## config.mk

```make
export PLATFORM = sky130hd
export DESIGN_NAME = dm_line_xfer
export DESIGN_NICKNAME = d
export VERILOG_FILES = /design/src/rtl/dm_line_xfer.sv
export SDC_FILE = /design/constraint.sdc
export NUM_CORES = 1
export LEC_CHECK = 0
export CAP_MARGIN = 0
export CORE_MARGIN = 3
export CORE_UTILIZATION = 36
export DETAILED_ROUTE_END_ITERATION = 7
export GPL_TIMING_DRIVEN = 0
export PLACE_DENSITY_LB_ADDON = 0.1
export SYNTH_ARGS = -nofsm -noshare
export SYNTH_HDL_FRONTEND = slang
export SYNTH_SLANG_ARGS = --single-unit
```

## constraint.sdc

```tcl
create_clock -name clk -period 3.9 [get_ports clk]
set_clock_uncertainty 0.1 [all_clocks]
set_input_delay 0.78 -clock clk [delete_from_list [all_inputs] [get_ports clk]]
set_output_delay 0.78 -clock clk [all_outputs]
set_load 0.05 [all_outputs]
```

## src/rtl/dm_line_xfer.sv

```systemverilog
// Line-transfer sequencer: moves one 4-word cache line between the cache and banked main memory,
// either as a fill (memory to cache) or a dirty writeback (cache to memory).
module dm_line_xfer #(
  parameter int unsigned MEM_LAT = 2
) (
  input  logic        clk,
  input  logic        rst,
  input  logic        req_valid,
  input  logic        req_wr,
  input  logic [12:0] req_line,
  output logic        req_ready,
  output logic        busy,
  output logic        done,
  output logic [2:0]  cache_offset,
  input  logic [15:0] cache_rd_data,
  output logic        fill_wr,
  output logic [15:0] fill_data,
  output logic [15:0] mem_addr,
  output logic        mem_rd,
  output logic        mem_wr,
  output logic [15:0] mem_data_wr,
  input  logic [15:0] mem_data_rd,
  input  logic        mem_stall
);

  typedef enum logic [1:0] {
    StIdle,
    StIssue,
    StDrain,
    StDone
  } state_e;

  state_e      state_q, state_d;
  logic [1:0]  iss_cnt_q, iss_cnt_d;
  logic [12:0] line_q, line_d;
  logic        mode_wr_q, mode_wr_d;

  // Return pipeline: one slot per cycle of read latency; only accepted fill reads carry valid.
  logic [MEM_LAT-1:0] pipe_valid_q, pipe_valid_d;
  logic [1:0]         pipe_word_q [MEM_LAT];
  logic [1:0]         pipe_word_d [MEM_LAT];

  logic       push_valid;
  logic       ret_valid;
  logic [1:0] ret_word;

  assign ret_valid = pipe_valid_q[MEM_LAT-1];
  assign ret_word  = pipe_word_q[MEM_LAT-1];

  always_comb begin
    state_d      = state_q;
    iss_cnt_d    = iss_cnt_q;
    line_d       = line_q;
    mode_wr_d    = mode_wr_q;
    req_ready    = 1'b0;
    busy         = (state_q != StIdle);
    done         = 1'b0;
    mem_rd       = 1'b0;
    mem_wr       = 1'b0;
    mem_addr     = 16'h0000;
    mem_data_wr  = 16'h0000;
    cache_offset = 3'b000;
    push_valid   = 1'b0;

    unique case (state_q)
      StIdle: begin
        req_ready = 1'b1;
        if (req_valid) begin
          line_d    = req_line;
          mode_wr_d = req_wr;
          iss_cnt_d = 2'd0;
          state_d   = StIssue;
        end
      end
      StIssue: begin
        mem_addr = {line_q, iss_cnt_q, 1'b0};
        mem_rd   = !mode_wr_q;
        mem_wr   = mode_wr_q;
        if (mode_wr_q) begin
          cache_offset = {iss_cnt_q, 1'b0};
          mem_data_wr  = cache_rd_data;
        end
        // A stalled cycle holds the counter so the identical request is re-presented.
        if (!mem_stall) begin
          iss_cnt_d  = iss_cnt_q + 2'd1;
          push_valid = !mode_wr_q;
          if (iss_cnt_q == 2'd3) begin
            state_d = mode_wr_q ? StDone : StDrain;
          end
        end
      end
      StDrain: begin
        if (ret_valid && (ret_word == 2'd3)) begin
          state_d = StDone;
        end
      end
      StDone: begin
        done    = 1'b1;
        state_d = StIdle;
      end
      default: state_d = StIdle;
    endcase

    // Fill returns overlap later issues and own the cache offset when present.
    fill_wr   = ret_valid;
    fill_data = ret_valid ? mem_data_rd : 16'h0000;
    if (ret_valid) begin
      cache_offset = {ret_word, 1'b0};
    end
  end

  always_comb begin
    pipe_valid_d    = pipe_valid_q;
    pipe_word_d     = pipe_word_q;
    pipe_valid_d[0] = push_valid;
    pipe_word_d[0]  = iss_cnt_q;
    for (int unsigned i = 1; i < MEM_LAT; i++) begin
      pipe_valid_d[i] = pipe_valid_q[i-1];
      pipe_word_d[i]  = pipe_word_q[i-1];
    end
  end

  always_ff @(posedge clk or posedge rst) begin
    if (rst) begin
      state_q      <= StIdle;
      iss_cnt_q    <= 2'd0;
      line_q       <= 13'h0000;
      mode_wr_q    <= 1'b0;
      pipe_valid_q <= '0;
      for (int unsigned i = 0; i < MEM_LAT; i++) begin
        pipe_word_q[i] <= 2'd0;
      end
    end else begin
      state_q      <= state_d;
      iss_cnt_q    <= iss_cnt_d;
      line_q       <= line_d;
      mode_wr_q    <= mode_wr_d;
      pipe_valid_q <= pipe_valid_d;
      for (int unsigned i = 0; i < MEM_LAT; i++) begin
        pipe_word_q[i] <= pipe_word_d[i];
      end
    end
  end

endmodule

```

# [Word level (Yosys, flattened, before mapping)]
# Index checks and enable logic that the tools add are counted.
[word_totals] register_bits=24 input_bits=50 output_inout_bits=57 elab_cells=47
[op_classes] addsub=1 eq_ne=9 n_mux=22 reduce_logical=8
[op_table] op="2-to-1 mux 16 bit" n=4
[op_table] op="2-to-1 mux 2 bit" n=6
[op_table] op="2-to-1 mux 3 bit" n=3
[op_table] op="== test 2 bit, second input constant" n=4
[op_table] op="inequality test 2 bit, second input constant" n=4
[op_table] op="case mux 2 bit (4 select lines)" n=1
[op_table] op="2-to-1 mux 1 bit" n=7
[op_table] op="case mux 2 bit (2 select lines)" n=1
[op_table] op="AND reduction 4 bit" n=1
[op_table] op="nonzero test 2 bit" n=2
[op_table] op="AND reduction 3 bit" n=1
[op_table] op="adder 2 x 1 -> 2 bit, second input constant" n=1
[op_table] op="== test 2 x 1 -> 1 bit, second input constant" n=1
[op_table] op="zero test 2 bit" n=1
[op_table] op="AND reduction 2 bit" n=1
[op_table] op="logical AND 1 bit" n=1
[op_table] op="zero test 1 bit" n=1

# [Logic depth before layout (Yosys ltp)]
# Gate-level depths: netlist (run 1).
[logic_depth] ltp_word=4 ltp_mapped=6 ltp_nobuf=6

# [Worst setup path before layout (run 1)]
# No wires, ideal clock.
[synth_timing] path_type="register -> output" startpoint="register state_q[1]" endpoint="output cache_offset[1]" t_arrival_ps=2189 t_required_ps=3020 setup_slack_ps=831 path_stages_with_launch=6 path_buffers=1 cell_sequence="dfrtp_1 > inv_1 > ha_1 > clkbuf_1 > nand3_1 > o21ai_0"
[synth_between] elab_chain_len=3
[synth_rtl] element="from (decl)" line_no="33" source="state_e state_q, state_d;"
[synth_rtl] element="from (signal assigned)" line_no="125" source="state_q <= StIdle;"
[synth_rtl] element="from (signal assigned)" line_no="134" source="state_q <= state_d;"
[synth_rtl] element="== test 2 x 1 -> 1 bit" line_no="65" source="unique case (state_q)"
[synth_rtl] element="2-to-1 mux 3 bit" line_no="65"
[synth_rtl] element="2-to-1 mux 3 bit" line_no="107" source="if (ret_valid) begin"
[synth_rtl] element="to (decl)" line_no="14" source="output logic [2:0] cache_offset,"
# Every way passes these cells.

# [Worst setup path in the final report (run 1)]
[layout_timing] startpoint="register state_q[1]" endpoint="output cache_offset[2]"
# Same word-level chain as after synthesis.

==> impl_metrics.py, run 1 <==
metrics = {
    "clock_tree": {
        "cts_root_buffer": "clkbuf_8",
        "cts_buffers": 3,
        "clk_path_buf_depth": 2,
        "cts.sinks": 24,
        "cts_tree": "yes",
        "insertion_delay_ns": 0.26,
        "clk_pin_slew_ns": 0.08,
        "cts_hold_buf": 0,
        "cts_setup_buffers": 0,
        "htreeDepth": 1,
        "cts_resized": 0,
    },
    "timing": {
        "min_period_over_period_pct": 88.59,
        "max_slew_margin_pct": 39.37,
        "period_minus_slack_ns": 3.455,
        "hold_violations": 0,
        "tightest_slew_ns": 0.9085,
        "setup_viol": 0,
        "fin_tns_setup_ns": 0,
        "fmax_mhz": 289.4,
        "rsz0062_at_grt": "no",
        "setup_ws_ns": 0.4450,
        "final-max-slew-violation-count": 0,
    },
    "worst_setup_path": {
        "cp-end-kind": "output pin",
        "startpoint_type": "flip-flop",
        "cp.required_ns": 3.02,
        "path_buf_inv": 3,
        "critPathKind": "reg2out",
        "crit_fanout": 10,
        "critPathSlowestCell": "clkdlybuf4s50_1",
        "path_cells": "inv_1 > ha_1 > clkbuf_1 > nand3_1 > o21ai_0 > clkdlybuf4s50_1",
        "crit_family": "buffers and inverters",
        "cp.arrival_ns": 2.58,
        "cpPeakStageDelay_ns": 0.82,
    },
    "logic_synthesis": {
        "syn_area_per_cell_um2": 10.16,
        "synth.distinct_cells": 25,
        "syn_inst": 137,
        "synth_area_um2": 1391,
        "synth-seq-area-share_pct": 43.17,
        "yosysWarnings": 0,
        "ys_seq_elements": 24,
    },
    "placement": {
        "dp_cells": 288,
        "portBuffers": 104,
        "gp_congestion": 0.7002,
        "dp_slack_ns": 0.7136,
        "hpwlAfterDp_mm": 3.190,
    },
    "final_layout": {
        "final_cell_mix": "104 x clkdlybuf4s50_1, 32 x and2_1, 24 x dfrtp_1",
        "layout_commonest_cell": "clkdlybuf4s50_1",
        "num_antenna_cells": 0,
        "fillers": 308,
        "final_layout_size_suffix_gt1_share_pct": 9.756,
        "fin_cells": 292,
        "synthToLayoutAreaGrowth_pct": 83.18,
        "final_nets": 304,
    },
    "grt": {
        "grt_pass1_wl_mm": 6.085,
        "grt_pass1_vias": 1270,
        "grt-ovfl-total": 0,
        "grt_usage_pct": 17.57,
        "antenna_found_initial": 0,
        "grt_max_degree": 25,
    },
    "status": {
        "status": "completed",
    },
    "power_and_ir_drop": {
        "p_int_uw": 970.7,
        "combPwrFrac_pct": 70.3,
        "vdd_ir_drop_max_mv": 0.5102,
        "swShare_pct": 51.32,
        "seqPwrFrac_pct": 21.3,
        "p_clk_share_pct": 8.3,
        "pwr_density_cell_nw_per_um2": 782.3,
        "p_sw_mw": 1.023,
        "p_leak_nw": 1.109,
    },
    "die": {
        "ios": 107,
        "die-area_um2": 4646,
        "die-height_um": 68.17,
        "start_util_pct": 39.52,
        "core_area_um2": 3521,
        "fp-row-count": 21,
        "die_x_um": 68.17,
    },
    "drt": {
        "postRouteWirelength_mm": 3.900,
        "detail-route-antenna-nets": 0,
        "avgViaCountPerCell": 4.568,
        "via_count": 1334,
        "wl_per_cell_um": 13.36,
        "drc": 0,
        "drt_pass1_iterations": 4,
        "drt_iter0_drc": 40,
    },
    "worst_hold_path": {
        "hold_path.class": "reg2reg",
    },
    "flow_run": {
        "max-cap-violations": 0,
    },
}
-- state kept, by name, summed over array words and instances (netlist names) --
register      flops
state_q           2
pipe_word_d       2
line_q           13
mode_wr_q         1
ret_word          2
iss_cnt_q         2
pipe_valid_q      2
-- layer usage --
metal	share of wire, %	track usage, %
met3	8.7	5.583
met4	0.69	4.467
met2	52	30.93
met5	0	0
met1	38	20.56
-- cells by family after synthesis --
group / count (synthesis) / synth area share, %
DFF: 24 / 43.17
other: 1 / 0.2695
and+or+nand+nor: 63 / 27.79
muxes: 14 / 11.33
buffers and inverters: 16 / 4.946
AOI/OAI and AO/OA: 12 / 6.206
adders and majority gates: 7 / 6.295
-- power by group through the flow --
stage | clock network (mW) | logic [mW] | registers [mW]
after detailed placement | 0 | 1.41 | 0.432
after global routing | 0.182 | 1.49 | 0.442
after floorplan | 0 | 0.969 | 0.421
final | 0.166 | 1.40 | 0.426
after CTS | 0.174 | 1.41 | 0.427
after global placement | 0 | 1.40 | 0.425
-- through the flow --
step           utilization, %  cell area [um^2]  total power [mW]  hold slack [ns]
2_1_floorplan               -              1395             1.390           0.2312
3_3_place_gp            70.82              2494             1.820           0.2318
3_5_place_dp            70.82              2494             1.841           0.2372
4_1_cts                 72.39              2549             2.016           0.2561
5_1_grt                 72.39              2549             2.112           0.2700
6_report                72.39              2549             1.994           0.2535
-- path summary, 6_finish.rpt --
path	depth (start not counted)	endpoint	slack (ns)	from
hold / removal	0	ret_word[0]	0.25	pipe_word_d[0]
setup reg to reg	5	line_q[0]	1.99	state_q[0]
min in group asynchronous	2	line_q[6]	0.91	rst
hold reg to reg	0	ret_word[0]	0.25	pipe_word_d[0]
max in group asynchronous	2	pipe_valid_q[1]	2.24	rst
setup / recovery	6	cache_offset[2]	0.44	state_q[1]
-- synthesized netlist by cell type (all sizes together) --
cell	count	area share [%]
inv	6	1.6
and3	16	7.2
nor3b	1	0.54
o21ai	6	2.2
o22ai	1	0.45
a21oi	2	0.72
nand3	3	1.4
buf	3	1.4
nor3	3	1.1
and2b	1	0.54
mux2	14	11
ha	7	6.3
a22oi	1	0.54
a31oi	1	0.45
nand2b	1	0.99
nor2	2	0.54
a221oi	1	1.9
conb	1	0.27
nand2	4	1.1
and2	32	14
dfrtp	24	43
clkbuf	7	1.9
-- final cells by class --
type,instances,area [um^2],share of cell area [%]
Inverter,6,22.52,0.8837
Buffer,10,46.29,1.816
Tap cell,46,57.56,2.258
Timing Repair Buffer,104,1041,40.84
Sequential cell,24,600.6,23.56
Multi-Input combinational cell,98,725.7,28.47
Clock buffer,4,55.05,2.160
Power figures use the tool's default switching activity.
==> inputs of run 2 (changes only) <==
--- a/config.mk
+++ b/config.mk
@@ -11,6 +11,7 @@
 export DETAILED_ROUTE_END_ITERATION = 7
 export GPL_TIMING_DRIVEN = 0
 export PLACE_DENSITY_LB_ADDON = 0.1
+export SLEW_MARGIN = 5
 export SYNTH_ARGS = -nofsm -noshare
 export SYNTH_HDL_FRONTEND = slang
 export SYNTH_SLANG_ARGS = --single-unit
==> results of run 2 <==
Same layout as run 1: the final DEF is identical, and so are final timing and power.
==> inputs of run 3 (changes only) <==
--- a/config.mk
+++ b/config.mk
@@ -7,7 +7,8 @@
 export LEC_CHECK = 0
 export CAP_MARGIN = 0
 export CORE_MARGIN = 3
-export CORE_UTILIZATION = 36
+export CORE_UTILIZATION = 37
+export CTS_BUF_LIST = sky130_fd_sc_hd__clkbuf_4
 export DETAILED_ROUTE_END_ITERATION = 7
 export GPL_TIMING_DRIVEN = 0
 export PLACE_DENSITY_LB_ADDON = 0.1
==> run 3 against run 2 <==
Effect of this change:
- first-iteration DRC count is 25% lower
- non-clock buffer count is the same
- power is 3.6% lower
- largest cell class unchanged
==> impl_metrics.py, run 3 (synthesis results as in run 1) <==
metrics = {
    "status": {
        "status": "completed",
    },
    "drt": {
        "drt_pass1_iterations": 3,
        "wl_per_cell_um": 12.74,
        "drc": 0,
        "avgViaCountPerCell": 4.550,
        "via_count": 1324,
        "drt_iter0_drc": 30,
        "detail-route-antenna-nets": 0,
        "postRouteWirelength_mm": 3.707,
    },
    "worst_setup_path": {
        "critPathKind": "reg2out",
        "cp.required_ns": 3.02,
        "cp-end-kind": "output pin",
        "cp.arrival_ns": 2.64,
        "crit_fanout": 10,
        "startpoint_type": "flip-flop",
    },
    "placement": {
        "portBuffers": 104,
        "hpwlAfterDp_mm": 3.156,
        "gp_congestion": 0.7940,
        "dp_cells": 288,
    },
    "clock_tree": {
        "htreeDepth": 1,
        "cts_buffers": 3,
        "cts_setup_buffers": 0,
        "cts.sinks": 24,
        "cts_resized": 0,
        "clk_path_buf_depth": 2,
        "cts_hold_buf": 0,
        "clk_pin_slew_ns": 0.11,
        "cts_tree": "yes",
        "cts_root_buffer": "clkbuf_4",
        "insertion_delay_ns": 0.30,
    },
    "timing": {
        "max_slew_margin_pct": 40.74,
        "min_period_over_period_pct": 90.38,
        "final-max-slew-violation-count": 0,
        "hold_violations": 0,
        "rsz0062_at_grt": "no",
        "fin_tns_setup_ns": 0,
        "fmax_mhz": 283.7,
        "setup_viol": 0,
        "holdWs_ns": 0.2600,
        "tightest_slew_ns": 0.8879,
        "period_minus_slack_ns": 3.525,
    },
    "final_layout": {
        "num_antenna_cells": 0,
        "synthToLayoutAreaGrowth_pct": 80.85,
        "final_nets": 304,
        "final_util_pct": 72.55,
        "fin_cells": 291,
        "largest_reg_flops": 13,
        "multiInputGateArea_um2": 725.7,
        "final_layout_size_suffix_gt1_share_pct": 9.388,
        "fillers": 279,
        "top_register": "line_q",
        "final_cell_mix": "104 x clkdlybuf4s50_1, 32 x and2_1, 24 x dfrtp_1",
        "regArea_um2": 600.6,
        "layout_commonest_cell": "clkdlybuf4s50_1",
    },
    "grt": {
        "antenna_found_initial": 0,
        "grt-ovfl-total": 0,
        "grt_usage_pct": 16.43,
        "grt_pass1_vias": 1194,
        "grt_max_degree": 25,
        "grt_pass1_wl_mm": 5.713,
    },
    "power_and_ir_drop": {
        "vdd_ir_drop_max_mv": 0.5822,
        "pwr_density_cell_nw_per_um2": 763.9,
        "p_int_uw": 915.1,
        "combPwrFrac_pct": 72.6,
        "seqPwrFrac_pct": 22.1,
        "p_sw_mw": 1.007,
        "finalPower_mw": 1.922,
        "swShare_pct": 52.39,
        "p_leak_nw": 1.094,
        "p_clk_share_pct": 5.3,
    },
    "die": {
        "die-area_um2": 4532,
        "die-height_um": 67.32,
        "start_util_pct": 40.12,
        "fp-row-count": 21,
        "die_x_um": 67.32,
        "core_area_um2": 3468,
        "ios": 107,
    },
    "worst_hold_path": {
        "hold_path.class": "reg2reg",
    },
    "flow_run": {
        "max-cap-violations": 0,
    },
}
[run 3: critical path, stage by stage (launching register included)]
cell	delay (ns)
dfrtp_1	0.44
inv_1	0.16
ha_1	0.30
clkbuf_1	0.32
nand3_1	0.15
o21ai_0	0.15
clkdlybuf4s50_1	0.83
[run 3: area by class of cell]
| cell class | instances | share of cell area, % |
|---|---|---|
| timing repair buffer | 104 | 41.37 |
| multi-input combinational | 98 | 28.84 |
| sequential | 24 | 23.87 |
| tap | 46 | 2.287 |
| buffer | 10 | 1.840 |
| clock buffer | 3 | 0.8951 |
| inverter | 6 | 0.8951 |
[run 3: worst paths after layout]
path                                start               to  slack (ns)  depth (start not counted)
max                            state_q[1]  cache_offset[2]        0.38                          6
min                        pipe_word_d[1]      ret_word[1]        0.26                          0
max reg2reg                    state_q[0]        line_q[2]        2.00                          5
min reg2reg                pipe_word_d[1]      ret_word[1]        0.26                          0
max in group asynchronous             rst       state_q[1]        2.30                          2
min in group asynchronous             rst       line_q[11]        0.85                          2
[run 3: metrics by stage]
step	setup WS, ns	area, um^2
final	0.3752	2516
after global routing	0.1151	2516
after CTS	0.3533	2516
after detailed placement	0.6981	2494
after global placement	0.7461	2494
after floorplan	0.8311	1395
[run 3: per-layer routing]
| metal | vias to the layer above | global-route usage [%] | share of wire [%] |
|---|---|---|---|
| met2 | 41 | 31.53 | 53 |
| li1 | 674 | - | - |
| met3 | 2 | 4.493 | 6.5 |
| met1 | 607 | 18.27 | 40 |
| met4 | 0 | 2.278 | 0.35 |
| met5 | - | 0 | 0 |
[run 3: power by group through the flow]
stage / Combinational (mW) / Clock [mW] / Sequential, mW
floorplan: 0.969 / 0 / 0.421
global placement: 1.39 / 0 / 0.426
detailed placement: 1.41 / 0 / 0.432
CTS: 1.41 / 0.108 / 0.426
global route: 1.48 / 0.120 / 0.441
finish: 1.39 / 0.102 / 0.425
